$ cat src/rtl/rtc_pkg.sv
// Shared types and constants for the RTC mode arbiter: FSM state encoding,
// default timing constants and the wr_ind read/write encoding.
package rtc_pkg;

   typedef enum logic [1:0] {
      ST_INIT  = 2'd0,
      ST_IDLE  = 2'd1,
      ST_GRANT = 2'd2
   } state_e;

   localparam int DEF_BOUNDARY    = 'h4A;
   localparam int DEF_INIT_CYCLES = 1034;
   localparam int INIT_CNT_W      = 11;

   localparam logic WR = 1'b0;
   localparam logic RD = 1'b1;

endpackage

$ cat src/rtl/rtc_mode_arbiter_if.sv
// Bus from the mode arbiter to the RTC protocol block: address, write data,
// data drive enable and the read/write indicator.
interface rtc_mode_arbiter_if #(
   parameter int ADDR_W = 8,
   parameter int DATA_W = 8
);
   logic [ADDR_W-1:0] address;
   logic [DATA_W-1:0] data;
   logic              data_oe;
   logic              wr_ind;

   modport master (output address, output data, output data_oe, output wr_ind);
   modport slave  (input  address, input  data, input  data_oe, input  wr_ind);
endinterface

$ cat src/rtl/rtc_req_sync.sv
// Boundary-gated request sampler: fixed-priority one-hot pick (index 0 wins)
// and a sticky flag for boundaries that saw more than one request.
module rtc_req_sync
   import rtc_pkg::*;
#(
   parameter int NUM_REQ  = 4,
   parameter int CNT_W    = 7,
   parameter int BOUNDARY = DEF_BOUNDARY
) (
   input  logic               clk,
   input  logic               reset,
   input  logic [CNT_W-1:0]   bus_cnt_i,
   input  logic [NUM_REQ-1:0] req_i,
   input  logic               en_i,
   output logic               sample_o,
   output logic [NUM_REQ-1:0] pick_o,
   output logic               conflict_o
);

   logic multi;
   logic seen;
   logic conflict_q;

   // NOTE: every always_comb output gets a default first so no path infers a latch.
   always_comb begin
      pick_o = '0;
      multi  = 1'b0;
      seen   = 1'b0;
      for (int i = 0; i < NUM_REQ; i++) begin
         if (req_i[i]) begin
            if (seen) multi = 1'b1;
            else      pick_o[i] = 1'b1;
            seen = 1'b1;
         end
      end
   end

   assign sample_o = en_i && (bus_cnt_i == CNT_W'(BOUNDARY));

   // NOTE: state registers use non-blocking assignments so all flops update together.
   always_ff @(posedge clk or negedge reset) begin
      if (!reset)                conflict_q <= 1'b0;
      else if (sample_o && multi) conflict_q <= 1'b1;
   end

   assign conflict_o = conflict_q;

endmodule

$ cat src/rtl/rtc_mode_arbiter.sv
// RTC mode arbiter: timed power-up INIT, default register reading, and
// boundary-sampled request grants driving the protocol bus.
// Optional alarm (ring) logic is built only when RTC_ALARM_EN is defined.
module rtc_mode_arbiter
   import rtc_pkg::*;
#(
   parameter int                 NUM_REQ        = 4,
   parameter int                 ADDR_W         = 8,
   parameter int                 DATA_W         = 8,
   parameter int                 CNT_W          = 7,
   parameter int                 BOUNDARY       = DEF_BOUNDARY,
   parameter int                 INIT_CYCLES    = DEF_INIT_CYCLES,
   parameter int                 SOFT_RST_IDX   = 0,
   parameter logic [NUM_REQ-1:0] ZERO_ADDR_MASK = 4'b0100,
   parameter int                 ALARM_CLR_IDX  = 1
) (
   input  logic                      clk,
   input  logic                      reset,
   input  logic [CNT_W-1:0]          bus_cnt,
   input  logic [NUM_REQ-1:0]        req,
   input  logic [ADDR_W-1:0]         addr_init,
   input  logic [DATA_W-1:0]         data_init,
   input  logic [ADDR_W-1:0]         addr_read,
   input  logic [NUM_REQ*ADDR_W-1:0] addr_req,
   input  logic [NUM_REQ*DATA_W-1:0] data_req,
   input  logic [DATA_W-1:0]         cmp_a,
   input  logic [DATA_W-1:0]         cmp_b,
   input  logic [DATA_W-1:0]         alarm_a,
   input  logic [DATA_W-1:0]         alarm_b,
   rtc_mode_arbiter_if.master        bus,
   output logic                      init_active,
   output logic [NUM_REQ-1:0]        grant,
   output logic                      conflict,
   output logic                      ring
);

   localparam int IDX_W = (NUM_REQ > 1) ? $clog2(NUM_REQ) : 1;
   localparam logic [INIT_CNT_W-1:0] INIT_LAST = INIT_CNT_W'(INIT_CYCLES - 1);

   state_e                  state_q;
   logic [INIT_CNT_W-1:0]   init_cnt_q;
   logic [NUM_REQ-1:0]      grant_q;
   logic                    init_active_q;
   logic                    sample;
   logic [NUM_REQ-1:0]      pick;
   logic [IDX_W-1:0]        grant_idx;
   logic [ADDR_W-1:0]       sel_addr;

   rtc_req_sync #(
      .NUM_REQ  (NUM_REQ),
      .CNT_W    (CNT_W),
      .BOUNDARY (BOUNDARY)
   ) u_req_sync (
      .clk        (clk),
      .reset      (reset),
      .bus_cnt_i  (bus_cnt),
      .req_i      (req),
      .en_i       (state_q != ST_INIT),
      .sample_o   (sample),
      .pick_o     (pick),
      .conflict_o (conflict)
   );

   // A held grant survives boundaries; only a dropped request hands over.
   always_ff @(posedge clk or negedge reset) begin
      if (!reset) begin
         state_q       <= ST_INIT;
         init_cnt_q    <= '0;
         grant_q       <= '0;
         init_active_q <= 1'b1;
      end else begin
         case (state_q)
            ST_INIT: begin
               if (init_cnt_q == INIT_LAST) begin
                  state_q       <= ST_IDLE;
                  init_active_q <= 1'b0;
               end else begin
                  init_cnt_q <= init_cnt_q + 1'b1;
               end
            end
            ST_IDLE: begin
               if (sample && (req != '0)) begin
                  state_q <= ST_GRANT;
                  grant_q <= pick;
               end
            end
            ST_GRANT: begin
               if (sample && ((req & grant_q) == '0)) begin
                  if (req == '0) begin
                     state_q <= ST_IDLE;
                     grant_q <= '0;
                  end else begin
                     grant_q <= pick;
                  end
               end
            end
            default: state_q <= ST_INIT;
         endcase
      end
   end

   always_comb begin
      grant_idx = '0;
      for (int i = 0; i < NUM_REQ; i++)
         if (grant_q[i]) grant_idx = IDX_W'(i);
   end

   always_comb begin
      bus.address  = addr_read;
      bus.data     = '0;
      bus.data_oe  = 1'b0;
      bus.wr_ind   = RD;
      sel_addr     = addr_req[grant_idx*ADDR_W +: ADDR_W];
      case (state_q)
         ST_INIT: begin
            bus.address = addr_init;
            bus.data    = data_init;
            bus.data_oe = 1'b1;
            bus.wr_ind  = WR;
         end
         ST_GRANT: begin
            bus.wr_ind = WR;
            if (grant_idx == IDX_W'(SOFT_RST_IDX)) begin
               bus.address = addr_init;
               bus.data    = data_init;
               bus.data_oe = 1'b1;
            end else begin
               bus.address = sel_addr;
               // Masked channels only write data to address zero.
               if (!(ZERO_ADDR_MASK[grant_idx] && (sel_addr != '0))) begin
                  bus.data    = data_req[grant_idx*DATA_W +: DATA_W];
                  bus.data_oe = 1'b1;
               end
            end
         end
         default: ;
      endcase
   end

`ifdef RTC_ALARM_EN
   logic ring_q;
   logic alarm_hit;

   assign alarm_hit = (cmp_a == alarm_a) && (cmp_b == alarm_b) &&
                      ({alarm_a, alarm_b} != '0);

   always_ff @(posedge clk or negedge reset) begin
      if (!reset)
         ring_q <= 1'b0;
      else if ((state_q == ST_IDLE) && alarm_hit)
         ring_q <= 1'b1;
      else if ((state_q == ST_GRANT) && grant_q[ALARM_CLR_IDX])
         ring_q <= 1'b0;
   end

   assign ring = ring_q;
`else
   logic unused_alarm;
   assign unused_alarm = ^{cmp_a, cmp_b, alarm_a, alarm_b};
   assign ring = 1'b0;
`endif

   assign grant       = grant_q;
   assign init_active = init_active_q;

endmodule

$ cat src/flat_wrapper.sv
// flat-port wrapper written by rule: the top's interface ports become plain ports
module rtc_mode_arbiter_flat import rtc_pkg::*;
#(
   parameter int                 NUM_REQ        = 4,
   parameter int                 ADDR_W         = 8,
   parameter int                 DATA_W         = 8,
   parameter int                 CNT_W          = 7,
   parameter int                 BOUNDARY       = DEF_BOUNDARY,
   parameter int                 INIT_CYCLES    = DEF_INIT_CYCLES,
   parameter int                 SOFT_RST_IDX   = 0,
   parameter logic [NUM_REQ-1:0] ZERO_ADDR_MASK = 4'b0100,
   parameter int                 ALARM_CLR_IDX  = 1
)
  (clk, reset, bus_cnt, req, addr_init, data_init, addr_read, addr_req, data_req, cmp_a, cmp_b, alarm_a, alarm_b, init_active, grant, conflict, ring, bus_address, bus_data, bus_data_oe, bus_wr_ind);
  rtc_mode_arbiter_if #(.ADDR_W(ADDR_W), .DATA_W(DATA_W)) bus_i ();
  input  logic clk;
  input  logic reset;
  input  logic [CNT_W-1:0] bus_cnt;
  input  logic [NUM_REQ-1:0] req;
  input  logic [ADDR_W-1:0] addr_init;
  input  logic [DATA_W-1:0] data_init;
  input  logic [ADDR_W-1:0] addr_read;
  input  logic [NUM_REQ*ADDR_W-1:0] addr_req;
  input  logic [NUM_REQ*DATA_W-1:0] data_req;
  input  logic [DATA_W-1:0] cmp_a;
  input  logic [DATA_W-1:0] cmp_b;
  input  logic [DATA_W-1:0] alarm_a;
  input  logic [DATA_W-1:0] alarm_b;
  output logic init_active;
  output logic [NUM_REQ-1:0] grant;
  output logic conflict;
  output logic ring;
  output wire logic [$bits(bus_i.address)-1:0] bus_address;
  output wire logic [$bits(bus_i.data)-1:0] bus_data;
  output wire logic [$bits(bus_i.data_oe)-1:0] bus_data_oe;
  output wire logic [$bits(bus_i.wr_ind)-1:0] bus_wr_ind;
  assign bus_address = bus_i.address;
  assign bus_data = bus_i.data;
  assign bus_data_oe = bus_i.data_oe;
  assign bus_wr_ind = bus_i.wr_ind;
  rtc_mode_arbiter #(.NUM_REQ(NUM_REQ), .ADDR_W(ADDR_W), .DATA_W(DATA_W), .CNT_W(CNT_W), .BOUNDARY(BOUNDARY), .INIT_CYCLES(INIT_CYCLES), .SOFT_RST_IDX(SOFT_RST_IDX), .ZERO_ADDR_MASK(ZERO_ADDR_MASK), .ALARM_CLR_IDX(ALARM_CLR_IDX)) u_core (.clk(clk), .reset(reset), .bus_cnt(bus_cnt), .req(req), .addr_init(addr_init), .data_init(data_init), .addr_read(addr_read), .addr_req(addr_req), .data_req(data_req), .cmp_a(cmp_a), .cmp_b(cmp_b), .alarm_a(alarm_a), .alarm_b(alarm_b), .bus(bus_i), .init_active(init_active), .grant(grant), .conflict(conflict), .ring(ring));
endmodule
$ cat config.mk
export PLATFORM = sky130hd
export DESIGN_NAME = rtc_mode_arbiter_flat
export DESIGN_NICKNAME = d
export VERILOG_FILES = /design/src/rtl/rtc_pkg.sv /design/src/rtl/rtc_mode_arbiter_if.sv /design/src/rtl/rtc_req_sync.sv /design/src/rtl/rtc_mode_arbiter.sv /design/src/flat_wrapper.sv
export SDC_FILE = /design/constraint.sdc
export NUM_CORES = 1
export LEC_CHECK = 0
export CAP_MARGIN = 25
export CORE_AREA = 2 2 79 81
export CTS_CLUSTER_SIZE = 24
export DETAILED_ROUTE_END_ITERATION = 12
export DIE_AREA = 0 0 81 83
export GPL_TIMING_DRIVEN = 1
export PLACE_DENSITY = 0.82
export SYNTH_ARGS = -nofsm -noshare
export SYNTH_HDL_FRONTEND = slang
export SYNTH_SLANG_ARGS = --single-unit
$ cat constraint.sdc
create_clock -name clk -period 2.79 [get_ports clk]
set_clock_uncertainty 0.15 [all_clocks]
set_input_delay 0.558 -clock clk [delete_from_list [all_inputs] [get_ports clk]]
set_output_delay 0.558 -clock clk [all_outputs]
set_load 0.1 [all_outputs]
==> summary.md <==
| Metric | Value |
|---|---|
| PD cells | `1270 nW/um^2` |
| Critical path's slowest cell | `clkdlybuf4s50_1` |
| Post-Place Cells | `419` |
| Initial antenna violation count | `0` |
| Max incr delay on CP | `roughly 420 ps` |
| Syn_nets | `357` |
| Max_slew headroom | `approximately two thirds` |
| Placer Congestion | `around 0.8` |
| Clock Root Buffer | `clkbuf_8` |
| Pre-antenna DRT Iters | `4` |
| Starting density of the core | `between 30% and 40%` |
| Post-synthesis cell count | `about 220` |
| Flop2flop setup slack | `approximately 320 ps` |
| Vias in the first global route | `~2400` |
| Worst Setup Start Kind | `input pin` |
| Syn_area_per_cell | `about 8.3 sq um` |
| Area grow syn2layout | `108%` |
| Hold Fails Final Rpt | `0` |
| Status | `complete, no violations` |
| Placed Area | `about 3600 sq um` |
| Clk_lat worst skew | `roughly 260 ps` |
| Netlist cell types | `50` |
| Maximum level of the CTS H-tree | `1` |
| First-pass GRT wire length | `11000 um` |
| Register area | `~490 sq um` |
| I/O Buffers | `120` |
| Setup TNS | `0 ps` |
| CP cell instances | `clkdlybuf4s50_1, o21ai_0, o221a_2, nand3_4, buf_12, o21ai_4, buf_12` |
| Max Cap Viol | `0` |
| I/O pin count | `158` |
| Reg clk slew, reported paths | `~70 ps` |
| Largest net degree at the start of global routing | `24` |
| Register area share after synthesis | `a little over a quarter` |
| Area of the core | `5820 sq um` |
| # setup viols final | `0` |
| Slew Viols, Final | `0` |
| Setup crit start | `addr_req[19]` |
| DRT iter0 DRCs | `65` |
| Final Non-Filler Cells | `429` |
| Worst hold path type | `reg2reg` |
| Max Clk Rate | `364 MHz` |
| Area of the mapped netlist | `~1800 sq um` |
| Fin nets | `493` |
| DR DRC count | `0` |
| GRT overflow | `0` |
| Arrival time at the worst endpoint | `between 2000 and 2500 ps` |
| Worst hold path startpoint | `u_core.init_active` |
| CTS Buf Count | `3` |
| Fill count | `between 400 and 500` |
| Crit path top cell by count | `buf_12` |
| Final Power | `~4.8 mW` |
| EDFF count, synth | `0` |
| Area taken by multi-input logic gates | `1550 sq um` |
| Worst-margin pin slew | `approximately 500 ps` |
| Share of cells above drive strength 1 | `~30%` |
| Die Ht | `a little over 80 um` |
| Post-synthesis async set-or-reset flop share | `100%` |
| Lkg Pwr | `1.48 nW` |
| Die ar. | `about 6700 sq um` |
| Worst VDD drop | `between 900 and 1000 uV` |
| Clk buf depth | `2` |
| Vias | `approximately 2300` |
| Antenna-violating nets left | `0` |
| RR Startpoint | `u_core.state_q[0]` |
| CTS tree | `done` |
| Post-route design area | `approximately 3800 sq um` |
| Width of the die | `roughly 80 um` |
| Synthesis Warnings | `0` |
| Routed WL | `about 7300 um` |
| FP Rows | `28` |
| Crit end category | `output port` |
| Crit path required time | `2080 ps` |
| Clock Sinks | `19` |
| Period minus WS final | `approximately 2700 ps` |
| Inserted Diodes | `0` |
| #FFs+latches synth | `19` |
| RSZ-0062 raised after global routing | `yes` |
| Final worst-path cycle share | `98.4%` |
| Dominant synthesized flop cell | `dfrtp_1` |
| Crit Path Max Fanout | `8` |
| GRT Total Usage | `about a fifth` |
| Kind of critical path | `in2out` |
| DP HPWL | `between 5000 and 6000 um` |
| Wire per inst | `17.1 um` |
| Via density | `between 5 and 6` |
==> flip-flops by register name (all words and copies together) (netlist names) <==
name                          cells
u_core.init_cnt_q                11
u_core.init_active                1
u_core.grant                      4
u_core.u_req_sync.conflict_o      1
u_core.state_q                    2
==> kinds of logic after synthesis <==
group | Yosys count | synth area share (%)
adders and majority gates | 6 | 4.01
buffers and inverters | 18 | 4.15
DFF | 19 | 26.3
xor gates and xnor gates | 10 | 4.84
muxes | 22 | 12.5
and+or+nand+nor | 66 | 19.8
other | 1 | 0.207
AOI/OAI and AO/OA | 77 | 28.1
==> synthesized netlist by cell type, types with 5 or more instances <==
master,count,area share (%)
nand2_1,15,3.1
dfrtp_1,18,25
inv_1,6,1.2
a21oi_1,14,3.9
nand4_1,5,1.7
clkbuf_1,7,1.5
mux2i_1,17,9.4
ha_1,5,3.5
a22oi_1,15,6.2
nor2_1,21,4.4
o21ai_0,15,4.1
xnor2_1,9,4.4
o21ai_1,13,3.6
==> layer usage <==
layer / up-vias / part of all wire (%) / global-route usage (%)
met5: - / 0 / 0
met4: 0 / 1.5 / 4.62
met3: 12 / 9.5 / 5.22
met2: 106 / 51 / 38.0
met1: 1091 / 38 / 21.8
li1: 1101 / - / -
==> layout by cell type (no fill, tap or decap), types with 7 or more instances in the layout <==
cell type / instances
a22oi_2: 7
mux2i_1: 17
a22oi_1: 8
a21oi_1: 13
dlygate4sd2_1: 8
clkdlybuf4s50_1: 82
buf_12: 19
nor2_1: 20
xnor2_1: 9
o21ai_4: 13
buf_4: 25
o21ai_0: 10
dfrtp_1: 15
nand2_1: 15
==> final cells by class <==
class / count / share of cell area [%]
multi-input cells: 182 / 41.2
flip-flops and latches: 19 / 13.0
well taps: 75 / 2.50
inverters: 6 / 0.599
repair buffers: 143 / 41.5
clock buffers: 4 / 1.20
==> critical path, delay by kind of cell <==
kind / cells / cell delay (ps)
buffers and inverters: 3 / 780
AOI/OAI and AO/OA: 3 / 620
and+or+nand+nor: 1 / 80
==> power breakdown <==
part	internal (mW)	total (mW)	switching (mW)	leakage, nW
Clock	0.102	0.196	0.0942	0.0228
Combinational	1.51	4.09	2.58	1.22
Sequential	0.373	0.475	0.102	0.238
Total	1.99	4.76	2.78	1.48
==> per-stage QoR <==
stage	setup slack [ps]	utilization, %	hold WS (ps)
2_1_floorplan	-172	-	112
3_3_place_gp	-162	61.5	300
3_5_place_dp	-178	61.5	302
4_1_cts	0.745	63.4	313
5_1_grt	-25.2	64.6	343
6_report	45.5	64.6	313
==> what timing repair did <==
item / CTS / global route
pin swaps: 9 / 8
endpoints found under the setup margin: 16 / 17
setup buffers: 6 / 1
hold buffers: 0 / 0
resized for setup: 24 / 19
==> final timing paths <==
kind / cells past startpoint / to
setup / recovery: 7 / bus_data[7]
hold / removal: 2 / u_core.init_active
setup reg to reg: 8 / u_core.state_q[1]
hold reg to reg: 2 / u_core.init_active
max in group asynchronous: 2 / u_core.init_active
min in group asynchronous: 2 / u_core.init_cnt_q[6]
(Power assumes the default switching activity.)
